[src/rtl/ps2_host_tx.sv]
// ps2_host_tx: host-to-device PS/2 command transmitter.
// Runs the request-to-send sequence: clock inhibit, start bit, eight data
// bits LSB first, odd parity, stop bit and device ACK. It drives the shared
// open-collector pins only through the two output-enable signals.
// Optional build macro PS2_TX_TIMEOUT_EN adds a watchdog that aborts a frame
// when the device stops clocking. The watchdog runs from clock release
// until the lines go idle.
module ps2_host_tx #(
    parameter int INHIBIT_CYCLES = 5000,
    parameter int TIMEOUT_CYCLES = 1000000
) (
    input  logic       clk,
    input  logic       rst,
    input  logic [7:0] tx_data,
    input  logic       tx_valid,
    output logic       tx_ready,
    output logic       done,
    output logic       err,
    input  logic       ps2_clk_in,
    input  logic       ps2_data_in,
    output logic       ps2_clk_oe,
    output logic       ps2_data_oe
);

    localparam int INH_W = $clog2(INHIBIT_CYCLES + 1);
    localparam logic [INH_W-1:0] INH_LAST = INH_W'(INHIBIT_CYCLES - 1);

    typedef enum logic [2:0] {
        IDLE,
        INHIBIT,
        RTS,
        SEND,
        WAIT_IDLE,
        FINISH
    } state_t;

    state_t           state_reg, state_next;
    logic [INH_W-1:0] inh_cnt_reg, inh_cnt_next;
    logic [3:0]       edge_cnt_reg, edge_cnt_next;
    logic [7:0]       shift_reg, shift_next;
    logic             parity_reg, parity_next;
    logic             data_oe_reg, data_oe_next;
    logic             nack_reg, nack_next;
    logic             done_reg, done_next;
    logic             err_reg, err_next;

    // Synchronised pin levels: bit 1 is the clock, bit 0 is the data.
    logic [1:0] pin_raw;
    logic [1:0] pin_sync;
    logic       clk_prev_reg;
    logic       clk_s;
    logic       data_s;
    logic       fall;

    assign pin_raw = {ps2_clk_in, ps2_data_in};

    generate
        for (genvar gi = 0; gi < 2; gi++) begin : g_sync
            logic meta_reg;
            logic sync_reg;
            // Two-flop synchroniser per pin. Its reset value is the idle-high bus level.
            always_ff @(posedge clk) begin
                if (rst) begin
                    meta_reg <= 1'b1;
                    sync_reg <= 1'b1;
                end else begin
                    meta_reg <= pin_raw[gi];
                    sync_reg <= meta_reg;
                end
            end
            assign pin_sync[gi] = sync_reg;
        end
    endgenerate

    assign clk_s  = pin_sync[1];
    assign data_s = pin_sync[0];

    // Delayed copy of the synchronised clock for falling-edge detection.
    always_ff @(posedge clk) begin
        if (rst) begin
            clk_prev_reg <= 1'b1;
        end else begin
            clk_prev_reg <= clk_s;
        end
    end

    assign fall = clk_prev_reg & ~clk_s;

`ifdef PS2_TX_TIMEOUT_EN
    localparam int WD_W = $clog2(TIMEOUT_CYCLES + 1);
    localparam logic [WD_W-1:0] WD_LAST = WD_W'(TIMEOUT_CYCLES - 1);

    logic [WD_W-1:0] wdog_reg;
    logic            wdog_active;

    assign wdog_active = (state_reg == SEND) || (state_reg == WAIT_IDLE);

    // Watchdog counts every cycle spent waiting on the device and clears otherwise.
    always_ff @(posedge clk) begin
        if (rst || !wdog_active) begin
            wdog_reg <= '0;
        end else begin
            wdog_reg <= wdog_reg + 1'b1;
        end
    end
`endif

    // State and datapath registers.
    always_ff @(posedge clk) begin
        if (rst) begin
            state_reg    <= IDLE;
            inh_cnt_reg  <= '0;
            edge_cnt_reg <= '0;
            shift_reg    <= '0;
            parity_reg   <= 1'b0;
            data_oe_reg  <= 1'b0;
            nack_reg     <= 1'b0;
            done_reg     <= 1'b0;
            err_reg      <= 1'b0;
        end else begin
            state_reg    <= state_next;
            inh_cnt_reg  <= inh_cnt_next;
            edge_cnt_reg <= edge_cnt_next;
            shift_reg    <= shift_next;
            parity_reg   <= parity_next;
            data_oe_reg  <= data_oe_next;
            nack_reg     <= nack_next;
            done_reg     <= done_next;
            err_reg      <= err_next;
        end
    end

    // Next-state logic for the frame sequencer.
    always_comb begin
        state_next    = state_reg;
        inh_cnt_next  = inh_cnt_reg;
        edge_cnt_next = edge_cnt_reg;
        shift_next    = shift_reg;
        parity_next   = parity_reg;
        data_oe_next  = data_oe_reg;
        nack_next     = nack_reg;
        done_next     = 1'b0;
        err_next      = 1'b0;
        case (state_reg)
            IDLE: begin
                data_oe_next  = 1'b0;
                inh_cnt_next  = '0;
                edge_cnt_next = '0;
                if (tx_valid) begin
                    shift_next  = tx_data;
                    parity_next = ~^tx_data;
                    state_next  = INHIBIT;
                end
            end
            INHIBIT: begin
                if (inh_cnt_reg == INH_LAST) begin
                    // Data goes low together with the RTS cycle; this is the start bit.
                    data_oe_next = 1'b1;
                    state_next   = RTS;
                end else begin
                    inh_cnt_next = inh_cnt_reg + 1'b1;
                end
            end
            RTS: begin
                edge_cnt_next = '0;
                state_next    = SEND;
            end
            SEND: begin
                if (fall) begin
                    edge_cnt_next = edge_cnt_reg + 4'd1;
                    if (edge_cnt_reg < 4'd8) begin
                        data_oe_next = ~shift_reg[edge_cnt_reg[2:0]];
                    end else if (edge_cnt_reg == 4'd8) begin
                        data_oe_next = ~parity_reg;
                    end else if (edge_cnt_reg == 4'd9) begin
                        data_oe_next = 1'b0;
                    end else begin
                        // Eleventh edge: the device pulls data low to acknowledge.
                        nack_next  = data_s;
                        state_next = WAIT_IDLE;
                    end
                end
            end
            WAIT_IDLE: begin
                if (clk_s && data_s) begin
                    done_next  = ~nack_reg;
                    err_next   = nack_reg;
                    state_next = FINISH;
                end
            end
            FINISH: begin
                state_next = IDLE;
            end
            default: begin
                state_next = IDLE;
            end
        endcase
`ifdef PS2_TX_TIMEOUT_EN
        if (wdog_active && (wdog_reg == WD_LAST)) begin
            data_oe_next = 1'b0;
            done_next    = 1'b0;
            err_next     = 1'b1;
            state_next   = FINISH;
        end
`endif
    end

    assign tx_ready    = (state_reg == IDLE);
    assign ps2_clk_oe  = (state_reg == INHIBIT) || (state_reg == RTS);
    assign ps2_data_oe = data_oe_reg;
    assign done        = done_reg;
    assign err         = err_reg;

endmodule
[config.mk]
export PLATFORM = sky130hd
export DESIGN_NAME = ps2_host_tx
export DESIGN_NICKNAME = d
export VERILOG_FILES = /design/src/rtl/ps2_host_tx.sv
export SDC_FILE = /design/constraint.sdc
export NUM_CORES = 1
export LEC_CHECK = 0
export CAP_MARGIN = 20
export CELL_PAD_IN_SITES_DETAIL_PLACEMENT = 0
export CELL_PAD_IN_SITES_GLOBAL_PLACEMENT = 1
export CORE_MARGIN = 1
export CORE_UTILIZATION = 45
export CTS_CLUSTER_DIAMETER = 120
export DETAILED_ROUTE_END_ITERATION = 6
export PLACE_DENSITY = 0.8
export SETUP_SLACK_MARGIN = 0.05
export SYNTH_ARGS = -nofsm -noshare
export SYNTH_HDL_FRONTEND = slang
export SYNTH_SLANG_ARGS = --single-unit
[constraint.sdc]
create_clock -name clk -period 4.3 [get_ports clk]
set_input_delay 0.43 -clock clk [delete_from_list [all_inputs] [get_ports clk]]
set_output_delay 0.43 -clock clk [all_outputs]
set_load 0.02 [all_outputs]
==> reports/qor.yml <==
wl_per_cell_um: 12.8
ys_top_cells_by_area: "dfxtp_1 42%, nand2_1 6.8%, xnor2_1 5.8%"
clock_tree_from_tritoncts: "done"
placement.cell_area_mm2: 0.00198
rsz0062_at_grt: "false"
power.density_mw_per_mm2: 376
cellLeakagePower_uw: 0.000711
yosys_reg_bits: 38
post_cts_resize_count: 0
route.antenna.remaining_nets: 0
core_region_area_mm2: 0.00377
grt_max_degree: 28
globalRoute.totalOverflow: 0
clk_pin_slew_worst_paths_ns: 0.07
synth_top_cell_area_share: 0.420
detailedPlacementHpwl_um: 2560
largest_reg_flops: 13
seq_area_frac_synth: 0.420
gr-usage-all-layers: 0.192
final_cell_area_mm2: 0.00208
die-height_um: 65.4
synthesis.nets: 229
design.portCount: 18
yosys_top_cell_by_area: "dfxtp_1"
first_pass_detailed_route_iteration_total: 4
synthDistinctLibCells: 46
fmax_mhz: 398
fin_util: 0.552
finalClockSkew_ns: 0.00703
grt_pass1_vias: 1371
slew_violations: 0
report.final.setup_viol: 0
yosysMostFrequentCell: "dfxtp_1"
dieArea_mm2: 0.00428
worstSetupEndpointType: "output pin"
remaining_drc_errors: 0
clk_tree_root_cell: "clkbuf_8"
cts_buffer_depth: 2
finalNetCount: 242
post_cts_hold_buffer_count: 0
post_synthesis_instance_area_mm2: 0.00181
avgSynthCellArea_um2: 8.54
postCtsSetupBuffers: 0
hold_ws_ns: 0.412
synth_top_flop_cell: "dfxtp_1"
placement_rows: 22
clk-insertion-delay-late_ns: 0.29
maxCapViolations: 0
fin_tns_setup_ns: 0
numCtsBuffers: 5
instances_no_fill: 274
hold_violations: 0
final.period_utilization: 0.585
postRouteWirelength_um: 3500
antenna_found_initial: 0
area_growth_pct: 15.1
critPathMaxFanout: 16
portBuffers: 17
vias_per_cell: 5.25
worst_ep_arrival_time_ns: 2.09
min_period_ns: 2.52
timing_worst_setup_path_type: "reg -> out"
diodes: 0
worst-endpoint-required_ns: 3.87
start_util: 0.480
wire_length_of_the_first_global_routing_pass_um: 6150
floorplan.die.width_um: 65.4
ratio_of_cells_with_drive_above_1_in_the_final_layout: 0.0885
max-vdd-ir-drop_mv: 0.206
max-slew-margin-rel: 0.417
syn-instance-count: 212
outcome: "complete, no violations"
critPathLaunchType: "flop"
place.detailed.instances: 266
htree_levels: 2
tightestPinTransition_ns: 0.872
synth-edff-count: 0
cts_sink_count: 38
yosysWarnings: 0
gp_routability_congestion: 0.780
vias: 1439
detailedRoute.firstIterationViolations: 116
commonest_cells_post_synth: "38 x dfxtp_1, 33 x nand2_1, 23 x nor2_1, 20 x a21oi_1, 12 x xnor2_1"
synth-async-reset-ratio: 0
min_path_type: "reg -> reg"
-- critical path, cell delays in order (launching register included) --
cell             delay, ns
dfxtp_1               0.48
nor3_2                0.60
clkdlybuf4s50_1       0.72
-- metrics by stage --
step / power [uW] / worst slack (ns)
final: 783 / 1.78
after global routing: 820 / 1.66
after CTS: 792 / 1.78
after detailed placement: 500 / 2.11
after global placement: 497 / 2.17
after floorplan: 467 / 2.47
-- path summary, 6_finish.rpt --
path	start	end	slack (ns)	cells after the start
max	state_reg[2]$_SDFFE_PP0P_	tx_ready	1.78	2
min	g_sync[0].meta_reg$_SDFF_PP1_	data_s$_SDFF_PP1_	0.41	1
max reg2reg	edge_cnt_reg[0]$_SDFFE_PP0P_	state_reg[0]$_SDFFE_PP0P_	2.33	7
min reg2reg	g_sync[0].meta_reg$_SDFF_PP1_	data_s$_SDFF_PP1_	0.41	1
-- cells by family after synthesis --
family / share of synthesized area
compound gates: 0.126
xor+xnor: 0.0919
fa+ha+maj: 0.0276
buf+inv: 0.0477
flops: 0.420
mux: 0.0297
simple gates: 0.256
-- area by class of cell --
| type | instances | area [um2] |
|---|---|---|
| multi-input cells | 157 | 963 |
| clock inverters | 1 | 30.0 |
| inverters | 6 | 22.5 |
| fillers | 335 | 1690 |
| clock buffers | 7 | 76.3 |
| well taps | 48 | 60.1 |
| repair buffers | 17 | 170 |
| flip-flops and latches | 38 | 761 |
-- where the power goes --
group          internal, uW  switching, uW
Combinational          50.4           59.4
Clock                   173            118
Sequential              366           15.5
-- cells in the final DEF (no fill, tap or decap), types with 2 or more instances in the layout --
cell type | synthesis | layout
dfxtp_1 | 38 | 38
nand2_1 | 33 | 33
nor2_1 | 23 | 23
a21oi_1 | 20 | 20
clkdlybuf4s50_1 | 0 | 17
xnor2_1 | 12 | 12
xor2_1 | 7 | 7
inv_1 | 6 | 6
nand4_1 | 6 | 6
or2_2 | 6 | 6
nand3_1 | 5 | 5
clkbuf_8 | 0 | 5
o21ai_0 | 4 | 4
ha_1 | 4 | 4
and3_1 | 3 | 3
or3_1 | 2 | 2
mux2i_1 | 2 | 2
nor3b_1 | 2 | 2
nor3_1 | 2 | 2
clkbuf_1 | 6 | 2
-- routing by layer --
| layer | global-route usage | wire length, um | part of all wire |
|---|---|---|---|
| met2 | 0.284 | 1550 | 0.44 |
| met3 | 0.0365 | 167 | 0.048 |
| met4 | 0.0978 | 51 | 0.015 |
| met1 | 0.264 | 1730 | 0.49 |
| met5 | 0 | 0 | 0 |
Note: power is estimated with default switching activity, not from simulation.
